**src/rtl/led_response_monitor.sv**
```systemverilog
// led_response_monitor: measures the PMT light response to each LED flash
// (edge-to-crossing latency, peak and saturating charge over WINDOW samples)
// and hands the result to slow control through a VALID/ACK handshake.
// Ports: CLK120/RESET (sync, active-high); LED strobe and ADC sample (both
// registered on entry); BASELINE/THRESHOLD/TIMEOUT configuration;
// RESULT_ACK in; RESULT_* out; MISSED_COUNT and BUSY status.
// Optional: define LED_MON_AUTO_BASELINE_EN to replace BASELINE with the mean
// of the 16 idle samples that precede each edge.
module led_response_monitor #(
  parameter int ADC_WIDTH    = 12,
  parameter int LAT_WIDTH    = 10,
  parameter int WINDOW       = 64,
  parameter int CHARGE_WIDTH = 20
) (
  input  logic                    CLK120,
  input  logic                    RESET,
  input  logic                    LED,
  input  logic [ADC_WIDTH-1:0]    ADC,
  input  logic [ADC_WIDTH-1:0]    BASELINE,
  input  logic [ADC_WIDTH-1:0]    THRESHOLD,
  input  logic [LAT_WIDTH-1:0]    TIMEOUT,
  input  logic                    RESULT_ACK,
  output logic                    RESULT_VALID,
  output logic [LAT_WIDTH-1:0]    RESULT_LATENCY,
  output logic [ADC_WIDTH-1:0]    RESULT_PEAK,
  output logic [CHARGE_WIDTH-1:0] RESULT_CHARGE,
  output logic                    RESULT_TIMEOUT,
  output logic [7:0]              MISSED_COUNT,
  output logic                    BUSY
);

  typedef enum logic [1:0] {IDLE, SEARCH, INTEG, DONE} state_t;

  state_t                 state, state_nxt;
  logic                   led_r, prev_led;
  logic [ADC_WIDTH-1:0]   adc_r;
  logic [LAT_WIDTH-1:0]   lat_cnt, lat_now;
  logic [7:0]             win_cnt;
  logic                   edge_det, searching, hit, expire;
  logic                   do_hit, do_timeout, do_acc, miss;
  logic [ADC_WIDTH-1:0]   base_eff, s;
  logic [CHARGE_WIDTH:0]  charge_sum;
  logic [CHARGE_WIDTH-1:0] charge_sat;

  assign edge_det = led_r & ~prev_led;
  assign BUSY     = (state != IDLE);

`ifdef LED_MON_AUTO_BASELINE_EN
  logic [ADC_WIDTH-1:0] hist [16];
  logic [ADC_WIDTH+3:0] hist_sum;
  logic [ADC_WIDTH-1:0] base_lat;
  logic                 unused_baseline;

  assign unused_baseline = ^BASELINE;
  // While idle the live history mean is used so the edge-cycle check sees the
  // same pedestal that gets latched for the rest of the measurement.
  assign base_eff = (state == IDLE) ? hist_sum[ADC_WIDTH+3:4] : base_lat;

  always_ff @(posedge CLK120) begin
    if (RESET) begin
      for (int i = 0; i < 16; i++) hist[i] <= '0;
      hist_sum <= '0;
      base_lat <= '0;
    end else if (state == IDLE) begin
      for (int i = 15; i > 0; i--) hist[i] <= hist[i-1];
      hist[0]  <= adc_r;
      hist_sum <= hist_sum + (ADC_WIDTH+4)'(adc_r) - (ADC_WIDTH+4)'(hist[15]);
      if (edge_det) base_lat <= hist_sum[ADC_WIDTH+3:4];
    end
  end
`else
  assign base_eff = BASELINE;
`endif

  assign s = (adc_r > base_eff) ? (adc_r - base_eff) : '0;

  // The edge cycle is searched from IDLE with an implicit LAT_CNT of 0.
  assign searching = (state == SEARCH) || ((state == IDLE) && edge_det);
  assign lat_now   = (state == IDLE) ? '0 : lat_cnt;
  assign hit       = (s >= THRESHOLD);
  assign expire    = (lat_now == TIMEOUT);
  assign miss      = edge_det && (state != IDLE);

  assign charge_sum = {1'b0, RESULT_CHARGE} + (CHARGE_WIDTH+1)'(s);
  assign charge_sat = charge_sum[CHARGE_WIDTH] ? '1 : charge_sum[CHARGE_WIDTH-1:0];

  always_comb begin
    state_nxt  = state;
    do_hit     = 1'b0;
    do_timeout = 1'b0;
    do_acc     = 1'b0;
    if (searching) begin
      if (hit) begin
        do_hit    = 1'b1;
        state_nxt = (WINDOW == 1) ? DONE : INTEG;
      end else if (expire) begin
        do_timeout = 1'b1;
        state_nxt  = DONE;
      end else begin
        state_nxt = SEARCH;
      end
    end else if (state == INTEG) begin
      do_acc = 1'b1;
      if (win_cnt == 8'(WINDOW - 1)) state_nxt = DONE;
    end else if (state == DONE) begin
      if (RESULT_ACK) state_nxt = IDLE;
    end
  end

  always_ff @(posedge CLK120) begin
    if (RESET) begin
      state          <= IDLE;
      led_r          <= 1'b0;
      prev_led       <= 1'b0;
      adc_r          <= '0;
      lat_cnt        <= '0;
      win_cnt        <= '0;
      RESULT_VALID   <= 1'b0;
      RESULT_LATENCY <= '0;
      RESULT_PEAK    <= '0;
      RESULT_CHARGE  <= '0;
      RESULT_TIMEOUT <= 1'b0;
      MISSED_COUNT   <= '0;
    end else begin
      state        <= state_nxt;
      led_r        <= LED;
      prev_led     <= led_r;
      adc_r        <= ADC;
      RESULT_VALID <= (state_nxt == DONE);

      if (miss && (MISSED_COUNT != 8'hFF)) MISSED_COUNT <= MISSED_COUNT + 8'd1;

      if (do_hit) begin
        RESULT_LATENCY <= lat_now;
        RESULT_PEAK    <= s;
        RESULT_CHARGE  <= CHARGE_WIDTH'(s);
        win_cnt        <= 8'd1;
      end else if (do_timeout) begin
        RESULT_TIMEOUT <= 1'b1;
        RESULT_LATENCY <= TIMEOUT;
        RESULT_PEAK    <= '0;
        RESULT_CHARGE  <= '0;
      end else if (searching) begin
        lat_cnt <= lat_now + 1'b1;
      end

      if (do_acc) begin
        RESULT_CHARGE <= charge_sat;
        if (s > RESULT_PEAK) RESULT_PEAK <= s;
        win_cnt <= win_cnt + 8'd1;
      end

      if ((state == DONE) && RESULT_ACK) RESULT_TIMEOUT <= 1'b0;
    end
  end

endmodule

```
**config.mk**
```make
export PLATFORM = sky130hd
export DESIGN_NAME = led_response_monitor
export DESIGN_NICKNAME = d
export VERILOG_FILES = /design/src/rtl/led_response_monitor.sv
export SDC_FILE = /design/constraint.sdc
export NUM_CORES = 1
export LEC_CHECK = 0
export BUFFER_PORTS_ARGS = -buffer_cell sky130_fd_sc_hd__buf_2
export CORE_ASPECT_RATIO = 1.2
export CORE_MARGIN = 1.5
export CORE_UTILIZATION = 30
export CTS_CLUSTER_SIZE = 25
export DETAILED_ROUTE_END_ITERATION = 6
export PLACE_DENSITY = 0.52
export SYNTH_ARGS = -nofsm -noshare
export SYNTH_HDL_FRONTEND = slang
export SYNTH_SLANG_ARGS = --single-unit
```
**constraint.sdc**
```tcl
create_clock -name CLK120 -period 6.1 [get_ports CLK120]
set_input_delay 0 -clock CLK120 [delete_from_list [all_inputs] [get_ports CLK120]]
set_output_delay 0 -clock CLK120 [all_outputs]
set_load 0.01 [all_outputs]
```
# Yosys cells after proc, flatten, opt, wreduce, memory -nomap -nowiden
# Index checks and enable logic that the tools add are counted.
[totals]
ff_bits = 86
output_inout_bits = 53
inputBits = 50
word_cells = 72
[op_classes]
n_mux = 28
n_addsub = 5
n_lt_le_gt_ge = 3
n_reduce_logical = 13
n_bitwise = 4
n_eq_ne = 7
[ops]
columns = ["op", "count"]
rows = [
  ["$mux W20", 4],
  ["$mux W12", 5],
  ["$mux W10", 3],
  ["$gt A12 B12 Y1", 2],
  ["$add A20 B12 Y21", 1],
  ["$add A8 B1 Y8 const B", 2],
  ["$mux W8", 2],
  ["$mux W2", 7],
  ["$ge A12 B12 Y1", 1],
  ["$sub A12 B12 Y12", 1],
  ["$add A10 B1 Y10 const B", 1],
  ["$eq A10 B10 Y1", 1],
  ["$eq A8 B6 Y1 const B", 1],
  ["$ne A8 B8 Y1 const B", 1],
  ["$mux W1", 7],
  ["$eq A2 B2 Y1 const B", 3],
  ["$reduce_bool A2 Y1", 3],
  ["$logic_and A1 B1 Y1", 4],
  ["$not A1 Y1", 3],
  ["$reduce_and A3 Y1", 1],
  ["$reduce_bool A3 Y1", 1],
  ["$eq A2 B1 Y1 const B", 1],
  ["$logic_not A2 Y1", 1],
  ["$reduce_and A2 Y1", 1],
  ["3 further kinds", 3],
]

# Longest topological paths before layout
[depth]
depth_word = 10
ltp_mapped = 19
ltp_nobuf = 18

# Worst setup path before layout
# Ideal clock, no wire load.
[synth_timing]
kind = "register to register"
startpoint = "reg adc_r[0]"
endpoint = "reg RESULT_CHARGE[0]"
required_ps = 6009
path_stages_with_launch = 19
path_buffers = 0
t_arrival_ps = 4356
setup_time_ps = 91
period_less_slack_ps = 4447
slack_ps = 1653
path_cell_list = "dfxtp_1 > inv_1 > ha_1 > fa_1 > nor2b_1 > o31ai_1 > a2111oi_0 > nor3_1 > or2_1 > nor2_1 > inv_1 > fa_1 > nand2b_1 > a21oi_1 > o21ai_0 > o31ai_1 > nor2b_1 > nor3_1 > a311oi_1"
[synth_between]
elab_chain_len = 7
elab_cells_between_ends = 13
cone_classes = "add/sub (2); order compare (2); mux (8); reduce/logical (1)"
[synth_lines]
columns = ["item", "line_no", "text"]
rows = [
  ["start: declaration", "36", "logic [ADC_WIDTH-1:0] adc_r;"],
  ["start signal: assignment", "115", "adc_r <= '0;"],
  ["start signal: assignment", "128", "adc_r <= ADC;"],
  ["$sub A12 B12 Y12 / $gt A12 B12 Y1 (equally long branches)", "75", "assign s = (adc_r > base_eff) ? (adc_r - base_eff) : '0;"],
  ["$mux W12 *", "75", ""],
  ["$ge A12 B12 Y1", "80", "assign hit = (s >= THRESHOLD);"],
  ["$mux W1", "93", "if (hit) begin"],
  ["$mux W1", "92", "if (searching) begin"],
  ["$mux W20", "133", "if (do_hit) begin"],
  ["$mux W20", "147", "if (do_acc) begin"],
  ["end signal: assignment", "136", "RESULT_CHARGE <= CHARGE_WIDTH'(s);"],
  ["end signal: assignment", "148", "RESULT_CHARGE <= charge_sat;"],
  ["end: declaration", "26", "output logic [CHARGE_WIDTH-1:0] RESULT_CHARGE,"],
]
# Mark *: on every way between the ends. The rest lies on a longest branch, timed or not.
# A chain may end at the register's enable or synchronous reset.

# Worst setup path in the final report
[layout_timing]
startpoint = "reg adc_r[0]"
endpoint = "reg RESULT_CHARGE[3]"
# Same word-level chain as after synthesis.

==> run metrics <==
layout cells sized above 1=approximately 17%; Cells after DPL=~990; DRT antenna net count=0; Async SR Flop Fraction=0%; NumNets Final=between 900 and 1000; slowest stage cell, crit path=nor3_1; sw power=approximately 0.42 mW; largest family of logic cells by synthesized area=compound AO/OA/AOI/OAI gates; skew final=between 0.01 and 0.015 ns; Rows=54; number of flops mapped to enable cells by yosys=0; clock-pin transition on the worst setup and hold timing paths=0.07 ns; register share of total power=between 40 and 50%; Avg Inst Size Synth=roughly 8.2 um2; Placed Area=6330 um2; crit end category=register; fin crit share=83.2%; commonest non-fill, non-tap cell in the layout=buf_2; xor and xnor area share after synthesis=around 4.1%; Final setup violation count=0; Area contributors post-synth=dfxtp_1 (31%), ha_1 (12%), a21oi_1 (4.1%), nor2_1 (3.7%), inv_1 (3.5%); maximum clock insertion buffer count=2; Sink Count=86; Net Sw Frac=29.6%; drt drc=0; overall power=roughly 1.4 mW; all-layer global routing usage=approximately 17%; post-synthesis instance area=roughly 5500 um2; Die Height=~150 um; Pins Over Slew Limit=0; Setup crit start kind=register; Synth Area in Adders=~12%; post-synthesis simple-gate area fraction=between 20% and 30%; initial antenna violation count=0; clock power share=about two fifths; hpwl dp=about 12000 um; Mapped Cells=672; number of synthesis warnings=0; Pwr per Cell Area=209 nW/um2; max-cap violations=0; mux contribution to synthesized area=less than 1%; Slew @ Worst Pin=0.990 ns; most frequent cells in the layout=buf_2 (102), dfxtp_1 (86), nor2_1 (54), inv_1 (51), ha_1 (51); Syn-to-layout area delta=24.0%; crit-path cells=inv_1, ha_1, fa_1, nor2b_1, o31ai_1, a2111oi_0, nor3_1, or2_1, nor2_1, ha_1, a2111oi_0, o31a_1, o31a_1, nand2_1, nor3_1, a221o_1; Period minus WS final=5.08 ns; largest net degree at the start of global routing=36; Die ar.=between 15000 and 20000 um2; drt pass-1 iters=4; RePlAce Congestion=0.838; Hold WC Path Type=input port to register; I/O pins=a little over 100; core box area=18100 um2; die width=127 um; sequential area share after synthesis=31.1%; distinct cell type count after synthesis=64; Synth Flop Type=dfxtp_1; setup tns final=0 ns; CTS tree=yes; Final Hold Viols=0; CTS buffer count=9; H-Tree Depth=3; drt initial violations=between 150 and 200; Diodes inserted=0; Finished Cell Area=a little under 7000 um2; Lkg Pwr=3.07 nW; max incr delay on CP=around 0.7 ns; first-pass GRT wire length=roughly 26000 um; post-DR vias/cell=between 5 and 6; vias in the first global route=approximately 5200; fin cells=a little over 1000; # Post-CTS Setup Buffers=0; Achievable Freq=197 MHz; total routed wirelength=between 15000 and 20000 um; Clock Tree Root=clkbuf_16; VDD IR max=0.133 mV; Vias=5362; top cell type's share of synthesized area=between 30 and 40%; CP max FO=7; Setup CP Type=register to register; Starting Density=30.6%; hold_ws=around 0.17 ns; Worst-Skew Late Latency=approximately 0.36 ns; wire per inst=roughly 15 um; Slew HR=33.5%; status=finished clean; IO Port Bufs=a little over 100; RSZ-0062 raised after global routing=no; Comb pwr share=around a fifth; flops & latches, synth=86; complex-gate fraction of the synthesized area=between 20% and 30%; post-synthesis net count=between 700 and 800; Synth area leader=dfxtp_1; CP arrival=~5.4 ns; Remaining Overflow, GRT=0; P_int=slightly above 1 mW; critical path required time=6.40 ns
==> repair_timing <==
action                    4_1_cts  5_1_grt
resized for setup               0        0
hold endpoints to repair       24        0
hold buffers                   24        0
==> Yosys cell counts, types with 5 or more instances <==
library cell   n
a31oi_1       11
a21oi_1       45
nand3_1       23
nor3_1        22
nor4_1         5
o31ai_1        6
a311oi_1       6
a221o_1        6
xnor2_1       13
inv_1         51
dfxtp_1       86
a22o_1        21
ha_1          51
o31a_1         5
nor2_1        54
o211ai_1       8
nand2_1       36
and3_1        10
clkbuf_1      17
xor2_1        13
and2_1         8
nor2b_1       28
a21o_1        13
o21ai_0       33
a211oi_1       6
nand2b_1       9
nand4_1       13
a32o_1         6
==> power by group through the flow <==
stage / Combinational, mW / Sequential [mW] / Clock, mW
2_1_floorplan: 0.186 / 0.593 / 0
3_3_place_gp: 0.268 / 0.597 / 0
3_5_place_dp: 0.267 / 0.597 / 0
4_1_cts: 0.280 / 0.584 / 0.586
5_1_grt: 0.317 / 0.586 / 0.613
6_report: 0.277 / 0.584 / 0.570
==> cell families after synthesis <==
logic type,Yosys count
AO/OA/AOI/OAI,200
XOR/XNOR,26
adder cells (fa/ha/maj),53
buffers and inverters,73
flip-flops,86
multiplexers,2
AND/OR/NAND/NOR,232
==> final timing paths <==
check	startpoint	endpoint	slack, ns	cells past startpoint
setup / recovery	adc_r[0]$_SDFF_PP0_	RESULT_CHARGE[3]$_SDFFE_PP0P_	1.02	16
hold / removal	RESET	lat_cnt[1]$_SDFFE_PP0P_	0.17	2
setup reg to reg	adc_r[0]$_SDFF_PP0_	RESULT_CHARGE[3]$_SDFFE_PP0P_	1.02	16
hold reg to reg	led_r$_SDFF_PP0_	prev_led$_SDFF_PP0_	0.47	1
==> stage by stage <==
| step | utilization (%) | worst slack, ns |
|---|---|---|
| after floorplan | - | 1.65 |
| after global placement | 34.9 | 1.23 |
| after detailed placement | 34.9 | 1.12 |
| after CTS | 37.9 | 1.07 |
| after global routing | 37.9 | 0.458 |
| final | 37.9 | 1.02 |
==> critical path: cells and delay by family (launching register included) <==
kind            cells  cell delay (ns)
buf+inv             1             0.04
fa+ha+maj           3             0.88
simple gates        6             1.97
compound gates      6             1.80
flops               1             0.31
==> layer usage <==
layer / global-route usage (%) / share of wire (%)
met1: 21.7 / 45
met2: 29.0 / 50
met3: 2.08 / 3.6
met4: 5.90 / 1.6
met5: 0 / 0
==> final cells by class <==
class	instances	area (um2)
fillers	1900	11200
inverters	52	195
well taps	224	280
multi-input cells	513	3540
flip-flops and latches	86	1720
clock inverters	7	73.8
repair buffers	136	826
clock buffers	9	225
==> registers in the layout, indices dropped and copies added (netlist names) <==
name,count
MISSED_COUNT,8
RESULT_VALID,1
adc_r,12
RESULT_LATENCY,10
RESULT_PEAK,12
prev_led,1
win_cnt,8
RESULT_TIMEOUT,1
state,2
RESULT_CHARGE,20
led_r,1
lat_cnt,10
No activity file was read; power rests on OpenSTA's default activity.
